### src/rtl/fp_std_0.sv
// Operand front stage of the 24-bit FP add/sub/max/min datapath.
// Two-stage elastic pipeline. S1 unpacks, compares and swaps the operands.
// S2 aligns the smaller one, forms the raw add/sub mantissas and picks max/min.
// Ports: clk_i, rst_ni, valid_i/ready_o, a_i, b_i, op_i in;
// valid_o/ready_i, op_o, add/sub mantissas, max/min signs, max exponent,
// max_result_o and min_result_o out.
module fp_std_0 #(
  parameter int WIDTH = 24
) (
  input  logic             clk_i,
  input  logic             rst_ni,
  input  logic             valid_i,
  output logic             ready_o,
  input  logic [WIDTH-1:0] a_i,
  input  logic [WIDTH-1:0] b_i,
  input  logic [3:0]       op_i,
  output logic             valid_o,
  input  logic             ready_i,
  output logic [3:0]       op_o,
  output logic [16:0]      add_result_mantissa_o,
  output logic [15:0]      sub_result_mantissa_o,
  output logic             max_sign_o,
  output logic             min_sign_o,
  output logic [7:0]       max_exponent_o,
  output logic [WIDTH-1:0] max_result_o,
  output logic [WIDTH-1:0] min_result_o
);

  localparam int FW = WIDTH - 9;
  localparam int MW = FW + 1;

  typedef struct packed {
    logic [WIDTH-1:0] a;
    logic [WIDTH-1:0] b;
    logic [3:0]       op;
    logic             sl;
    logic             ss;
    logic [7:0]       el;
    logic [7:0]       diff;
    logic [MW-1:0]    ml;
    logic [MW-1:0]    ms;
  } s1_t;

  typedef struct packed {
    logic [3:0]       op;
    logic [16:0]      add;
    logic [15:0]      sub;
    logic             smax;
    logic             smin;
    logic [7:0]       emax;
    logic [WIDTH-1:0] maxr;
    logic [WIDTH-1:0] minr;
  } s2_t;

  s1_t  s1_q, s1_d;
  s2_t  s2_q, s2_d;
  logic s1_valid, s2_valid;
  logic s2_load;

  assign s2_load = !s2_valid || ready_i;
  assign ready_o = !s1_valid || s2_load;
  assign valid_o = s2_valid;

  // S1: unpack, flush zero-exponent operands, magnitude compare/swap
  logic [7:0]    ea, eb;
  logic [MW-1:0] ma, mb;
  logic          neg_b, sa, sb, a_big;

  always_comb begin
    ea    = a_i[WIDTH-2:WIDTH-9];
    eb    = b_i[WIDTH-2:WIDTH-9];
    ma    = (ea == 8'd0) ? '0 : {1'b1, a_i[FW-1:0]};
    mb    = (eb == 8'd0) ? '0 : {1'b1, b_i[FW-1:0]};
    neg_b = op_i[2] && (op_i[1:0] == 2'b00);
    sa    = a_i[WIDTH-1];
    sb    = b_i[WIDTH-1] ^ neg_b;
    // ties keep A as the larger operand
    a_big = (ea > eb) || ((ea == eb) && (ma >= mb));
    s1_d      = '0;
    s1_d.a    = a_i;
    s1_d.b    = b_i;
    s1_d.op   = op_i;
    s1_d.sl   = a_big ? sa : sb;
    s1_d.ss   = a_big ? sb : sa;
    s1_d.el   = a_big ? ea : eb;
    s1_d.diff = a_big ? (ea - eb) : (eb - ea);
    s1_d.ml   = a_big ? ma : mb;
    s1_d.ms   = a_big ? mb : ma;
  end

  // S2: align, raw arithmetic, signed max/min on the unnegated operands
  logic [MW-1:0]    al;
  logic             ra, rb;
  logic [WIDTH-2:0] xa, xb;
  logic             a_gt, b_gt;

  always_comb begin
    al = (s1_q.diff >= 8'd16) ? '0 : (s1_q.ms >> s1_q.diff[3:0]);
    ra = s1_q.a[WIDTH-1];
    rb = s1_q.b[WIDTH-1];
    xa = s1_q.a[WIDTH-2:0];
    xb = s1_q.b[WIDTH-2:0];
    // sign-magnitude order: -0 sorts below +0
    if (ra != rb) begin
      a_gt = !ra;
      b_gt = !rb;
    end else if (!ra) begin
      a_gt = xa > xb;
      b_gt = xb > xa;
    end else begin
      a_gt = xa < xb;
      b_gt = xb < xa;
    end
    s2_d      = '0;
    s2_d.op   = s1_q.op;
    s2_d.add  = {1'b0, s1_q.ml} + {1'b0, al};
    s2_d.sub  = s1_q.ml - al;
    s2_d.smax = s1_q.sl;
    s2_d.smin = s1_q.ss;
    s2_d.emax = s1_q.el;
    s2_d.maxr = b_gt ? s1_q.b : s1_q.a;
    s2_d.minr = a_gt ? s1_q.b : s1_q.a;
  end

  always_ff @(posedge clk_i or negedge rst_ni) begin
    if (!rst_ni) begin
      s1_valid <= 1'b0;
      s1_q     <= '0;
    end else if (ready_o) begin
      s1_valid <= valid_i;
      if (valid_i) s1_q <= s1_d;
    end
  end

  always_ff @(posedge clk_i or negedge rst_ni) begin
    if (!rst_ni) begin
      s2_valid <= 1'b0;
      s2_q     <= '0;
    end else if (s2_load) begin
      s2_valid <= s1_valid;
      if (s1_valid) s2_q <= s2_d;
    end
  end

  assign op_o                  = s2_q.op;
  assign add_result_mantissa_o = s2_q.add;
  assign sub_result_mantissa_o = s2_q.sub;
  assign max_sign_o            = s2_q.smax;
  assign min_sign_o            = s2_q.smin;
  assign max_exponent_o        = s2_q.emax;
  assign max_result_o          = s2_q.maxr;
  assign min_result_o          = s2_q.minr;

endmodule

### config.mk
export PLATFORM = sky130hd
export DESIGN_NAME = fp_std_0
export DESIGN_NICKNAME = d
export VERILOG_FILES = /design/src/rtl/fp_std_0.sv
export SDC_FILE = /design/constraint.sdc
export NUM_CORES = 1
export LEC_CHECK = 0
export ABC_AREA = 1
export CAP_MARGIN = 10
export CORE_ASPECT_RATIO = 1.25
export CORE_UTILIZATION = 40
export CTS_BUF_LIST = sky130_fd_sc_hd__clkbuf_4 sky130_fd_sc_hd__clkbuf_8 sky130_fd_sc_hd__clkbuf_16
export DETAILED_ROUTE_END_ITERATION = 12
export GPL_TIMING_DRIVEN = 0
export SLEW_MARGIN = 20
export SYNTH_ARGS = -nofsm -noshare
export SYNTH_HDL_FRONTEND = slang
export SYNTH_SLANG_ARGS = --single-unit
### constraint.sdc
create_clock -name clk_i -period 4.95 [get_ports clk_i]
set_clock_uncertainty 0.05 [all_clocks]
set_input_delay 1.485 -clock clk_i [delete_from_list [all_inputs] [get_ports clk_i]]
set_output_delay 1.485 -clock clk_i [all_outputs]
set_load 0.005 [all_outputs]
==> results of run 1 <==
[sequential cells by signal, indices dropped and copies added (netlist names), 4 cells and up]
| name | count |
|---|---|
| s1_q | 100 |
| sub_result_mantissa_o | 15 |
| add_result_mantissa_o | 17 |
| max_result_o | 24 |
| min_result_o | 24 |
| max_exponent_o | 8 |
| op_o | 4 |
[final cells by class]
type | count | area share
buffer | 85 | 0.0273
sequential | 198 | 0.323
tap | 407 | 0.0331
clock buffer | 18 | 0.0282
multi-input combinational | 1300 | 0.425
inverter | 202 | 0.0494
timing repair buffer | 156 | 0.104
antenna | 1 | 0.000163
clock inverter | 14 | 0.0106
[through the flow]
step | hold slack (ns) | total power, W | setup WS, ns | TNS, ns
finish | 0.428 | 0.00694 | 0.270 | 0
detailed placement | 0.408 | 0.00552 | -0.334 | -9.53
global route | 0.454 | 0.00748 | 0.0176 | 0
CTS | 0.432 | 0.00699 | 0.126 | 0
global placement | 0.408 | 0.00548 | -6.26 | -1246.87
floorplan | 0.390 | 0.00406 | 1.13 | 0
[layer usage]
layer  track usage  part of all wire  vias to the layer above  routed length, um
met5             0                 0                        -                  0
met3        0.0362             0.056                       75               2350
met2         0.446              0.48                      374              20300
met1         0.350              0.43                     5801              18200
met4         0.115             0.035                        0               1490
li1              -                 -                     5987                  -
[worst register-to-register path, cell delays in order (launching register included)]
cell and delay (ns):
dfrtp_1 0.40, or4_1 0.62, nor2_2 0.30, inv_1 0.19, nor2_1 0.23, inv_1 0.07, ha_1 0.41, inv_1 0.15
nor3_1 0.41, nand3_1 0.21, nand3_1 0.22, a21oi_1 0.11, xor2_1 0.20, nand2_1 0.15, nand2_1 0.10
[cells in the mapped netlist (3+ instances only)]
cell type / n / area, um^2
a21boi_0: 3 / 22.5
a21o_1: 10 / 75.1
a21oi_1: 52 / 260
a31oi_1: 8 / 50.1
buf_2: 16 / 80.1
buf_4: 11 / 82.6
buf_6: 5 / 56.3
clkbuf_1: 51 / 191
dfrtp_1: 198 / 4950
fa_1: 4 / 80.1
ha_1: 88 / 1100
inv_1: 198 / 743
inv_2: 3 / 11.3
nand2_1: 644 / 2420
nand2_2: 3 / 18.8
nand3_1: 129 / 646
nand4_1: 10 / 62.6
nor2_1: 128 / 480
nor3_1: 9 / 45.0
o21a_1: 4 / 30.0
o21ai_0: 125 / 626
o21ai_1: 26 / 130
o21bai_1: 11 / 82.6
xnor2_1: 6 / 52.6
xor2_1: 19 / 166
[path summary, 6_finish.rpt]
path / endpoint / slack [ns] / startpoint / cells past startpoint
setup / recovery: s1_q[17]$_DFFE_PN0P_ / 0.27 / a_i[16] / 18
hold / removal: s1_q[37]$_DFFE_PN0P_ / 0.43 / s1_q[37]$_DFFE_PN0P_ / 2
setup reg to reg: sub_result_mantissa_o[15]$_DFFE_PN0P_ / 1.06 / s1_q[39]$_DFFE_PN0P_ / 14
hold reg to reg: s1_q[37]$_DFFE_PN0P_ / 0.43 / s1_q[37]$_DFFE_PN0P_ / 2
max in group asynchronous: s1_q[44]$_DFFE_PN0P_ / 3.37 / rst_ni / 2
min in group asynchronous: min_result_o[0]$_DFFE_PN0P_ / 0.78 / rst_ni / 1
[logic make-up (layout without fill, tap and decap cells)]
logic type               count (synthesis)  in the layout  share of synthesized area
adder cells (fa/ha/maj)                 92             92                     0.0933
AO/OA/AOI/OAI                          247            247                      0.106
flip-flops                             198            198                      0.391
AND/OR/NAND/NOR                        935            935                      0.299
other                                    0              1                          0
XOR/XNOR                                25             25                     0.0173
multiplexers                             1              1                   0.000791
buffers and inverters                  287            475                     0.0929
[power groups by stage]
stage / Sequential (W) / Clock, W / Combinational, W
finish: 0.00242 / 0.00145 / 0.00307
global route: 0.00248 / 0.00154 / 0.00346
CTS: 0.00243 / 0.00148 / 0.00309
detailed placement: 0.00245 / 0 / 0.00307
global placement: 0.00245 / 0 / 0.00303
floorplan: 0.00242 / 0 / 0.00164
[timing repair]
action / 4_1_cts / 5_1_grt
setup buffers: 0 / 2
endpoints found under the hold margin: 0 / 0
gates resized for setup: 0 / 2
endpoints found under the setup margin: 0 / 41
==> summary.md, run 1 <==
| Metric | Value |
|---|---|
| Multi-input logic area | ~6500 um^2 |
| # IOs | 153 |
| Max-cap violations | 0 |
| Crit-path max FO | 10 |
| Share of layout cells above drive strength 1 | 0.0431 |
| Cell variety after synth | between 40 and 50 |
| Total wire length | about 42000 um |
| TritonCTS clock tree | built |
| Drt pass-1 iters | 5 |
| Clock buffer depth | 2 |
| Antenna violations before repair | 0 |
| Final period utilization | 0.946 |
| Critical path's slowest cell | clkdlybuf4s50_1 |
| Post-DP Area | approximately 15000 um^2 |
| Initial Utilization | 0.407 |
| Row count | 72 |
| CP peak stage delay | approximately 0.52 ns |
| Commonest non-fill, non-tap cells in the layout | 644 x nand2_1, 198 x inv_1, 198 x dfrtp_1 |
| GPL Wtd Cong | 0.902 |
| Max H-tree Level | 4 |
| Setup crit start kind | input port |
| Routed Antenna Nets | 0 |
| CP arrival | between 5 and 6 ns |
| Fin. max-slew vios | 0 |
| CTS buffer count | 17 |
| Global route total overflow | 0 |
| P per Cell Area | approximately 450 nW/um^2 |
| Placed wire-length estimate | about 33000 um |
| Final hold violations | 0 |
| Total track usage | 0.269 |
| Combinational cell fraction of total power | 0.442 |
| Crit path max-delay family | simple AND/OR/NAND/NOR gates |
| Ys async rst share | 1.00 |
| Post-layout util | 0.494 |
| Reg power frac | 0.349 |
| Number of synthesized register bits | slightly below 200 |
| First-pass GRT wire length | about 67000 um |
| Hold-fix buffers at CTS | 0 |
| Fin crit period | ~4.7 ns |
| Syn Area/Cell | approximately 7.1 um^2 |
| Via count | approximately 12000 |
| Buf/Inv on CP | 6 |
| Status | finished, final reports clean |
| Max VDD drop | about 0.00021 V |
| Number of synthesized flops with an enable pin | 0 |
| Clk pin slew, worst setup/hold paths | approximately 0.08 ns |
| Initial DRC count | between 800 and 900 |
| Least-Margin Pin Slew | slightly below 0.9 ns |
| Clk pwr share | 0.208 |
| Cell Count Post-Placement | 2346 |
| Core ar. | 31100 um^2 |
| Net Sw Power | between 0.002 and 0.003 W |
| Register area | just under 5000 um^2 |
| Post-synthesis cell area | between 10000 and 15000 um^2 |
| Synth Instances | between 1500 and 2000 |
| Worst-Skew Late Latency | 0.46 ns |
| Leakage Power | slightly above 8 nW |
| RSZ-0062 raised after global routing | no |
| Layout area overhead | 21.4% |
| Routed WL per cell | between 15 and 20 um |
| Endpoint required time on the critical path | around 5.3 ns |
| Predominant post-synthesis flop cell | dfrtp_1 |
| Die height | roughly 200 um |
| Post-synthesis sequential area ratio | 0.391 |
| # DRC | 0 |
| Kind of critical path | input port to flop |
| Critical Path, Cell by Cell | clkdlybuf4s50_1, inv_1, nand3_1, nor4_4, buf_4, buf_2, nor2_1, ha_1, nand4_1, nor3_1, nand3_1, nand4_2, buf_6, buf_4, nand3_1, nand2_1, nand2_1, nand2_1 |
| Routed vias/inst | between 5 and 6 |
| Fin area | 15400 um^2 |
| Largest net degree at the start of global routing | between 90 and 100 |
| CP endpoint kind | flop |
| Hold Path Class | flop to flop |
| Ys Warns | 0 |
| I/O Buffers | ~150 |
| Post-Syn Nets | between 1500 and 2000 |
| CTS Sinks | slightly below 200 |
| Finished Layout Cells | 2381 |
| Root buf cell | clkbuf_16 |
| Peak Freq | approximately 0.21 GHz |
| Fillers | between 3000 and 4000 |
| Final Setup Violations | 0 |
| Commonest non-fill, non-tap cell in the layout | nand2_1 |
| Chip Width | roughly 160 um |
| Sw Share | 0.395 |
| Pint | ~0.0042 W |
| Worst slew margin | 0.417 |
| Die area | 32400 um^2 |
| Layout net count | 2108 |
| Vias in the first global route | 12100 |
Power figures use the tool's default switching activity.
==> inputs of run 2 (changes only) <==
--- a/config.mk
+++ b/config.mk
@@ -10,6 +10,7 @@
 export CORE_ASPECT_RATIO = 1.25
 export CORE_UTILIZATION = 40
 export CTS_BUF_LIST = sky130_fd_sc_hd__clkbuf_4 sky130_fd_sc_hd__clkbuf_8 sky130_fd_sc_hd__clkbuf_16
+export CTS_CLUSTER_SIZE = 14
 export DETAILED_ROUTE_END_ITERATION = 12
 export GPL_TIMING_DRIVEN = 0
 export SLEW_MARGIN = 20
==> results of run 2 <==
No change in the layout: final DEF, timing and power equal those of run 1.
